==> src/rtl/inst_fetch_ctrl.sv <==
// Instruction fetch sequencer: one outstanding request on the SRAM-like
// instruction port, IF stall generation, and flush-safe response discard.
module inst_fetch_ctrl #(
  parameter int ADDR_W = 32,
  parameter int DATA_W = 32
) (
  input  logic              clk,
  input  logic              rst,
  input  logic [ADDR_W-1:0] pc,
  input  logic              ce,
  input  logic              flush,
  input  logic              stall_i,
  output logic              inst_req,
  output logic [ADDR_W-1:0] inst_addr,
  input  logic              inst_addr_ok,
  input  logic              inst_data_ok,
  input  logic [DATA_W-1:0] inst_rdata,
  output logic              stallreq_if,
  output logic              inst_valid_o,
  output logic [DATA_W-1:0] inst_o,
  output logic [ADDR_W-1:0] pc_o,
  output logic              adel_o
);

  typedef enum logic [2:0] {IDLE, REQ, WAIT, HOLD, DROP} state_e;

  state_e              state_q;
  logic [ADDR_W-1:0]   req_addr_q;
  logic [DATA_W-1:0]   hold_data_q;
  logic                drop_q;

  logic misaligned, deliver, from_pc, from_hold, dlv;

  assign misaligned = |pc[1:0];

  always_comb begin
    deliver   = 1'b0;
    from_pc   = 1'b0;
    from_hold = 1'b0;
    case (state_q)
      IDLE: if (ce && !flush && misaligned && !stall_i) begin
        deliver = 1'b1;
        from_pc = 1'b1;
      end
      WAIT: if (inst_data_ok && !flush && !stall_i) deliver = 1'b1;
      HOLD: if (ce && !flush && !stall_i) begin
        deliver   = 1'b1;
        from_hold = 1'b1;
      end
      default: ;
    endcase
  end

  // Gate with rst so every output reads 0 while reset is asserted.
  assign dlv          = deliver & rst;
  assign inst_valid_o = dlv;
  assign inst_o       = (!dlv || from_pc) ? '0 : (from_hold ? hold_data_q : inst_rdata);
  assign pc_o         = !dlv ? '0 : (from_pc ? pc : req_addr_q);
  assign adel_o       = dlv & from_pc;
  assign stallreq_if  = rst & ce & ~dlv;
  assign inst_req     = rst & (state_q == REQ);
  assign inst_addr    = req_addr_q;

  always_ff @(posedge clk or negedge rst) begin
    if (!rst) begin
      state_q     <= IDLE;
      req_addr_q  <= '0;
      hold_data_q <= '0;
      drop_q      <= 1'b0;
    end else begin
      case (state_q)
        IDLE: begin
          drop_q <= 1'b0;
          if (ce && !flush && !misaligned) begin
            req_addr_q <= pc;
            state_q    <= REQ;
          end
        end
        REQ: begin
          // An accepted address must still drain its response, even if ce drops.
          if (!ce) begin
            state_q <= inst_addr_ok ? DROP : IDLE;
          end else begin
            if (flush) drop_q <= 1'b1;
            if (inst_addr_ok) state_q <= (drop_q || flush) ? DROP : WAIT;
          end
        end
        WAIT: begin
          if (inst_data_ok) begin
            if (flush) begin
              state_q <= IDLE;
            end else if (stall_i) begin
              hold_data_q <= inst_rdata;
              state_q     <= HOLD;
            end else begin
              state_q <= IDLE;
            end
          end else if (flush) begin
            state_q <= DROP;
          end
        end
        HOLD: if (!ce || flush || !stall_i) state_q <= IDLE;
        DROP: if (inst_data_ok) state_q <= IDLE;
        default: state_q <= IDLE;
      endcase
    end
  end

endmodule

==> config.mk <==
export PLATFORM = sky130hd
export DESIGN_NAME = inst_fetch_ctrl
export DESIGN_NICKNAME = d
export VERILOG_FILES = /design/src/rtl/inst_fetch_ctrl.sv
export SDC_FILE = /design/constraint.sdc
export NUM_CORES = 1
export LEC_CHECK = 0
export CAP_MARGIN = 15
export CORE_MARGIN = 2
export CORE_UTILIZATION = 42
export CTS_CLUSTER_SIZE = 25
export DETAILED_ROUTE_END_ITERATION = 10
export GPL_TIMING_DRIVEN = 0
export PLACE_DENSITY_LB_ADDON = 0.25
export SYNTH_ARGS = -nofsm -noshare
export SYNTH_HDL_FRONTEND = slang
export SYNTH_SLANG_ARGS = --single-unit
export TNS_END_PERCENT = 50
==> constraint.sdc <==
create_clock -name clk -period 2.35 [get_ports clk]
set_clock_uncertainty 0.05 [all_clocks]
set_input_delay 0.235 -clock clk [delete_from_list [all_inputs] [get_ports clk]]
set_output_delay 0.235 -clock clk [all_outputs]
set_load 0.02 [all_outputs]
-- Word-level counts from Yosys, hierarchy flattened
Cells that the tools add are included.
- div/mod/pow operators: 0
- bitwise gates (word level): 7
- $mul: 0
- equal/unequal tests: 11
- mux-type cells: 25
- $add $sub $neg: 0
- magnitude comparators: 0
- shift operators: 0
- reductions and logical operators: 23
- operators by type and width (cell ; number):
    2-to-1 mux 32 bit ; 4
    2-to-1 mux 3 bit ; 9
    one-hot mux 3 bit (5 select lines) ; 1
    inequality test 2 bit, second input constant ; 5
    logical AND 1 bit ; 7
    2-to-1 mux 1 bit ; 7
    == test 3 x 2 -> 1 bit, second input constant ; 2
    inequality test 3 bit, second input constant ; 2
    bitwise AND 1 bit ; 5
    logical NOT 1 bit ; 5
    AND reduction 5 bit ; 1
    logical OR 1 bit ; 4
    2-to-1 mux 2 bit ; 2
    AND reduction 4 bit ; 1
    == test 3 x 1 -> 1 bit, second input constant ; 1
    == test 3 bit, second input constant ; 1
    logical NOT 3 bit ; 1
    one-hot mux 1 bit (3 select lines) ; 1
    AND reduction 3 bit ; 1
    NOT 1 bit ; 2
    one-hot mux 1 bit (2 select lines) ; 1
    AND reduction 2 bit ; 1
    nonzero test 2 bit ; 1
    OR reduction 2 bit ; 1
- RAM bits: 0
- input bits: 71
- latch bits: 0
- flip-flop bits (word level): 68
- memories: 0
- bits in read-only memories: 0

-- Longest topological paths before layout
Gate-level depths: netlist of run 1.
- depth in word-level cells: 10
- gate-level depth with buffers: 7

-- Worst setup path after synthesis of run 1
Ideal clock, no wire load.
- path kind: reg-to-output
- from: reg state_q[1]
- to: out pc_o[10]
- buffers on the path: 2
- cell stages (with the launch flop): 7
- arrival: 1623 ps
- path slack: 442 ps
- cell sequence: dfrtp_1 > nor3_2 > nand3b_2 > a31o_1 > buf_2 > buf_6 > a21oi_2
- word-level cells in the longest chain between the ends: 4
- elaborated cells on any way between the ends: 8
- those cells by class: eq/ne: 2; mux: 4; bitwise: 1; reduce/logical: 1
- ends and longest elaborated chain (element ; line ; source):
    start: declaration ; 27 ; state_e state_q;
    start signal: assignment ; 82 ; state_q <= inst_addr_ok ? DROP : IDLE;
    start signal: assignment ; 85 ; if (inst_addr_ok) state_q <= (drop_q || flush) ? DROP : WAIT;
    == test 3 x 2 -> 1 bit or logical NOT 3 bit (tied branches) ; 40 ; case (state_q)
    one-hot mux 1 bit (3 select lines) or 2-to-1 mux 1 bit (tied branches) ; 40 ;
    bitwise AND 1 bit or 2-to-1 mux 32 bit (tied branches) ; 55, 58 ;
    2-to-1 mux 32 bit (*) ; 58 ; assign pc_o = !dlv ? '0 : (from_pc ? pc : req_addr_q);
    end: declaration ; 21 ; output logic [ADDR_W-1:0] pc_o,
Mark *: on every way between the ends. The rest lies on a longest branch, timed or not.

-- Final worst setup path of run 1
- from: reg state_q[2]
- to: out inst_o[2]
- word-level cells in the longest chain between the ends: 6
- elaborated cells on any way between the ends: 11
- those cells by class: eq/ne: 2; mux: 5; bitwise: 1; reduce/logical: 3
- ends and longest elaborated chain (element ; line ; source):
    == test 3 x 2 -> 1 bit or logical NOT 3 bit (tied branches) ; 40 ;
    one-hot mux 1 bit (3 select lines) ; 40 ;
    bitwise AND 1 bit ; 55 ; assign dlv = deliver & rst;
    logical NOT 1 bit ; n/a ;
    logical OR 1 bit ; 57 ; assign inst_o = (!dlv || from_pc) ? '0 : (from_hold ? hold_data_q : inst_rdata);
    2-to-1 mux 32 bit (*) ; 57 ;
    end: declaration ; 20 ; output logic [DATA_W-1:0] inst_o,
Marks and branches as above.

==> impl_metrics.env, run 1 <==
export IMPL_timing_hold_ws_ps=-370.3
export IMPL_wl_per_cell_um=15.30
export IMPL_cpPeakStageDelay_ps=450
export IMPL_antenna_found_initial=1
export IMPL_ys_seq_area_frac=0.4469
export IMPL_power_density_nw_per_um2=607.5
export IMPL_p_leak_nw=2.665
export IMPL_max_freq_mhz=430.9
export IMPL_core_um2=8763
export IMPL_synth_edf_count=0
export IMPL_syn_mean_instance_area_um2=9.542
export IMPL_grt_first_pass_wirelength_um=17420
export IMPL_worst_slack_ps=29.44
export IMPL_syn_to_final_growth_pct=50.97
export IMPL_io_pins=171
export IMPL_htreeDepth=3
export IMPL_peakVddDrop_v=0.0002509
export IMPL_clk_latency_ps=340
export IMPL_ys_ff_latch=68
export IMPL_grt_max_degree=71
export IMPL_relSlewSlack=0.6539
export IMPL_groute_usage_overall=0.2169
export IMPL_cts_tree="done"
export IMPL_nFillCells=745
export IMPL_required_ps=2070
export IMPL_drt_initial_drc_count=118
export IMPL_ys_types=35
export IMPL_cp_start_kind="flip-flop"
export IMPL_cap_viol_max_count=0
export IMPL_ff2ff_path_depth=5
export IMPL_hp_class="input pin to async pin"
export IMPL_syn_inst=399
export IMPL_clockBufferDepth=2
export IMPL_cts_root_buf="clkbuf_8"
export IMPL_grt_pass1_vias=3667
export IMPL_clk_pin_slew_ps=70
export IMPL_setup_viol=0
export IMPL_run_status="finished with violations"
export IMPL_final_util=0.6559
export IMPL_fin_crit_sh=0.9875
export IMPL_row_count=34
export IMPL_period_needed_ps=2321
export IMPL_viasPerCell=5.149
export IMPL_grt_overflow=0
export IMPL_dieArea_um2=9843
export IMPL_cp_end_kind="output pin"
export IMPL_drc_errors=0
export IMPL_syn_num_nets=470
export IMPL_die_w_um=99.21
export IMPL_vias=3599
export IMPL_ant_nets=0
export IMPL_nets=656
export IMPL_gp_congestion=0.8390
export IMPL_start_util=0.4345
export IMPL_wirelength_um=10700
export IMPL_slew_viol_final=0
export IMPL_cp_max_fo=10
export IMPL_critPathKind="flip-flop to output pin"
export IMPL_dr_pass1_iters=4
export IMPL_yosysWarnings=0
export IMPL_syn_cell_area_um2=3807
export IMPL_async_reset_ff_frac=1.000
export IMPL_cts_buffers=9
export IMPL_fp_dieH_um=99.21
export IMPL_finalHoldViolCount=68
export IMPL_critical_path_depth=6
export IMPL_violations="hold timing"
export IMPL_placement_io_buffers=169
export IMPL_pre_cts_slack_ps=-636.3
export IMPL_cpMaxStageDelayCell="dfrtp_2"
export IMPL_clkSinkCount=68
export IMPL_hpwl_um=7865
export IMPL_layout_drive_gt1_share=0.3610
export IMPL_path_buf_inv=2
export IMPL_rsz0062_at_grt="true"
export IMPL_worst_slew_pin_slew_ps=515.2
export IMPL_cp_arrival_ps=2040
export IMPL_ys_flop_type="dfrtp_1"
export IMPL_critPathTopFamily="flip-flops"
export IMPL_crit_chain="nor3b_4, nand3_4, a21o_1, clkbuf_4, a21oi_1, buf_2"
==> worst paths after layout <==
kind                                                  start                           to  slack (ps)
max in group asynchronous                               rst       state_q[1]$_DFFE_PN0P_        2070
worst min-delay path                                    rst     inst_addr[4]$_DFFE_PN0P_        -370
min in group clk                                      flush           drop_q$_DFFE_PN0P_         280
worst max register to register       state_q[0]$_DFFE_PN0P_  hold_data_q[29]$_DFFE_PN0P_         400
worst min register to register  hold_data_q[23]$_DFFE_PN0P_  hold_data_q[23]$_DFFE_PN0P_         450
worst max-delay path                 state_q[2]$_DFFE_PN0P_                    inst_o[2]          30
==> timing repair <==
item	4_1_cts	5_1_grt
endpoints found under the setup margin	67	67
buffers inserted	3	3
pin swaps	2	4
hold endpoints to repair	68	68
resized for setup	279	40
==> layer usage <==
layer,global-route usage,vias up,share of wire
li1,-,1728,-
met1,0.2602,1729,0.41
met2,0.3805,133,0.49
met3,0.05903,9,0.085
met4,0.06533,0,0.012
met5,0,-,0
==> cells by family after synthesis <==
family	share of synthesized area
simple gates	0.1899
buf+inv	0.04601
compound gates	0.1338
mux	0.1834
flops	0.4469
==> area by class of cell <==
| class | instances | area [um2] | share of cell area |
|---|---|---|---|
| Sequential cell | 68 | 1704 | 0.2965 |
| Clock buffer | 12 | 145.1 | 0.02525 |
| Timing Repair Buffer | 176 | 1518 | 0.2640 |
| Tap cell | 108 | 135.1 | 0.02351 |
| Antenna cell | 1 | 2.502 | 0.0004354 |
| Inverter | 2 | 7.507 | 0.001306 |
| Clock inverter | 4 | 48.80 | 0.008489 |
| Multi-Input combinational cell | 300 | 1991 | 0.3463 |
| Buffer | 28 | 196.4 | 0.03417 |
==> layout by cell type, fill, tap and decap left out, drive strengths merged, types with 2 or more instances in the layout <==
| cell type | n |
|---|---|
| a21oi | 66 |
| nand3b | 5 |
| and3 | 3 |
| dlygate4sd2 | 5 |
| nand2 | 129 |
| nand2b | 2 |
| nor3b | 2 |
| nor2 | 8 |
| buf | 87 |
| nor3 | 2 |
| nor4 | 2 |
| clkdlybuf4s50 | 99 |
| and2 | 2 |
| inv | 2 |
| nand3 | 5 |
| mux2 | 62 |
| clkbuf | 24 |
| clkinv | 3 |
| dfrtp | 68 |
==> power by group <==
| part | switching [mW] | internal (mW) |
|---|---|---|
| clock network | 0.445 | 0.519 |
| registers | 0.122 | 1.35 |
| logic | 0.505 | 0.554 |
==> flip-flops by register name, indices dropped and copies added (netlist names) <==
signal / flops
drop_q: 1
hold_data_q: 32
inst_addr: 32
state_q: 3
==> synthesized netlist by cell type, types with 3 or more instances <==
cell type | count | share of area
clkbuf_1 | 12 | 0.012
nor2_1 | 8 | 0.0079
and3_1 | 3 | 0.0049
dfrtp_1 | 68 | 0.45
nand3_1 | 3 | 0.0039
buf_6 | 6 | 0.018
a21oi_2 | 29 | 0.067
buf_2 | 11 | 0.014
nand3b_1 | 4 | 0.0079
mux2_2 | 61 | 0.18
a21oi_1 | 37 | 0.049
nand2_1 | 129 | 0.13
==> through the flow <==
stage	TNS [ps]	std cells	total power [mW]	cell area [um2]
global route	-1345	699	3.673	5748
CTS	0	695	3.511	5663
floorplan	0	399	1.985	3807
global placement	-302760	676	2.500	5634
finish	0	699	3.492	5748
detailed placement	-37470	677	2.543	5659
Power figures use the tool's default switching activity.
==> inputs of run 2 (changes only) <==
Settings changed: CORE_MARGIN 2 to not set.
==> run 2 against run 1 <==
  * The run still ends with hold timing left
  * Combinational power about the same
  * Highest routed layer unchanged
  * Critical endpoint is now pc_o[29]
  * Largest power group unchanged
  * Global-route usage up 1.6 points
  * First-iteration DRC count down 22%
  * Critical path type unchanged
  * Via count up 0.64%
  * Cell count down 0.29%
  * Sequential share of layout area down 0.64 points
  * Sequential cell count unchanged
  * Worst hold slack worse by 4.3 ps
  * Critical path depth up 1
  * Worst setup slack worse by 17 ps
  * Design area up 2.2%
  * Clock-buffer cell count up 1
==> impl_metrics.env, run 2 (synthesis results as in run 1) <==
export IMPL_placement_io_buffers=169
export IMPL_worst_slew_pin_slew_ps=504.3
export IMPL_setup_viol=0
export IMPL_rsz0062_at_grt="true"
export IMPL_gp_congestion=0.8159
export IMPL_nets=656
export IMPL_grt_first_pass_wirelength_um=17930
export IMPL_cp_max_fo=10
export IMPL_antenna_found_initial=0
export IMPL_p_total_mw=3.434
export IMPL_viasPerCell=5.197
export IMPL_power_density_nw_per_um2=584.6
export IMPL_ant_nets=0
export IMPL_cp_arrival_ps=2050
export IMPL_timing_hold_ws_ps=-374.6
export IMPL_hpwl_um=7989
export IMPL_vias=3622
export IMPL_fin_crit_sh=0.9945
export IMPL_dieArea_um2=9450
export IMPL_grt_max_degree=71
export IMPL_instances_no_fill=697
export IMPL_grt_pass1_vias=3659
export IMPL_critPathKind="flip-flop to output pin"
export IMPL_peakVddDrop_v=0.0003399
export IMPL_max_freq_mhz=427.9
export IMPL_run_status="finished with violations"
export IMPL_dpl_cell_count=677
export IMPL_start_util=0.4345
export IMPL_finalHoldViolCount=68
export IMPL_p_leak_nw=2.686
export IMPL_row_count=34
export IMPL_core_um2=8763
export IMPL_groute_usage_overall=0.2329
export IMPL_drc_errors=0
export IMPL_io_pins=171
export IMPL_required_ps=2070
export IMPL_cts_tree="done"
export IMPL_clk_pin_slew_ps=70
export IMPL_final_common_cell="nand2_1"
export IMPL_violations="hold timing"
export IMPL_dr_pass1_iters=4
export IMPL_relSlewSlack=0.6613
export IMPL_cts_root_buf="clkbuf_8"
export IMPL_period_needed_ps=2337
export IMPL_grt_overflow=0
export IMPL_wl_per_cell_um=15.90
export IMPL_die_w_um=97.21
export IMPL_slew_viol_final=0
export IMPL_most_common_layout_cells="nand2_1, clkdlybuf4s50_1, dfrtp_1, mux2_2"
export IMPL_cp_start_kind="flip-flop"
export IMPL_wirelength_um=11080
export IMPL_layout_drive_gt1_share=0.3684
export IMPL_diodes=0
export IMPL_cap_viol_max_count=0
export IMPL_cts_buffers=9
export IMPL_clkSinkCount=68
export IMPL_fp_dieH_um=97.21
export IMPL_drt_initial_drc_count=92
export IMPL_syn_to_final_growth_pct=54.29
export IMPL_clockBufferDepth=2
export IMPL_nFillCells=718
export IMPL_htreeDepth=3
export IMPL_hp_class="input pin to async pin"
export IMPL_clk_latency_ps=350
export IMPL_cp_end_kind="output pin"
## run 2: power by group
part,internal (mW),switching [mW],total [mW]
Sequential,1.35,0.125,1.47
Combinational,0.560,0.532,1.09
Clock,0.433,0.437,0.870
Total,2.34,1.09,3.43
## run 2: cell type report
class	count	area [um2]	share of cell area
sequential	68	1704	0.2901
tap	108	135.1	0.02300
timing repair buffer	176	1577	0.2684
inverter	2	7.507	0.001278
clock buffer	13	158.9	0.02705
buffer	28	224.0	0.03813
clock inverter	2	10.01	0.001704
multi-input combinational	300	2058	0.3504
## run 2: per-layer routing
| metal | share of wire | up-vias | global-route usage |
|---|---|---|---|
| met4 | 0.013 | 0 | 0.07240 |
| met5 | 0 | - | 0 |
| met1 | 0.42 | 1750 | 0.2780 |
| li1 | - | 1722 | - |
| met3 | 0.065 | 12 | 0.05324 |
| met2 | 0.50 | 138 | 0.4155 |
## run 2: timing repair
item,4_1_cts,5_1_grt
hold endpoints to repair,68,68
pin swaps,2,4
gates resized for setup,280,78
buffers inserted,4,2
endpoints found under the setup margin,67,65
## run 2: critical path: stages (launching register included)
cell and delay [ps]:
dfrtp_2 450, nor3b_4 270, nand3_4 160, a31o_1 260, buf_6 150, buf_12 150
a21oi_4 130, buf_6 130
## run 2: worst paths after layout
path / from / to / slack, ps / depth (start not counted)
max: state_q[2]$_DFFE_PN0P_ / pc_o[29] / 10 / 7
min: rst / inst_addr[6]$_DFFE_PN0P_ / -370 / 1
max reg2reg: state_q[0]$_DFFE_PN0P_ / hold_data_q[26]$_DFFE_PN0P_ / 380 / 5
min reg2reg: hold_data_q[23]$_DFFE_PN0P_ / hold_data_q[23]$_DFFE_PN0P_ / 450 / 1
max in group asynchronous: rst / state_q[2]$_DFFE_PN0P_ / 2100 / 2
min in group clk: flush / drop_q$_DFFE_PN0P_ / 260 / 3
## run 2: metrics by stage
step / utilization / hold WS (ps) / setup slack [ps] / TNS (ps) / area [um2]
2_1_floorplan: - / -110.6 / 442.2 / 0 / 3807
5_1_grt: 0.6703 / -380.1 / -59.34 / -1553 / 5874
3_3_place_gp: 0.6429 / 417.7 / -3029 / -300530 / 5634
4_1_cts: 0.6415 / -384.3 / 3.036 / 0 / 5622
6_report: 0.6703 / -374.6 / 12.89 / 0 / 5874
3_5_place_dp: 0.6458 / -16.83 / -670.1 / -40000 / 5659
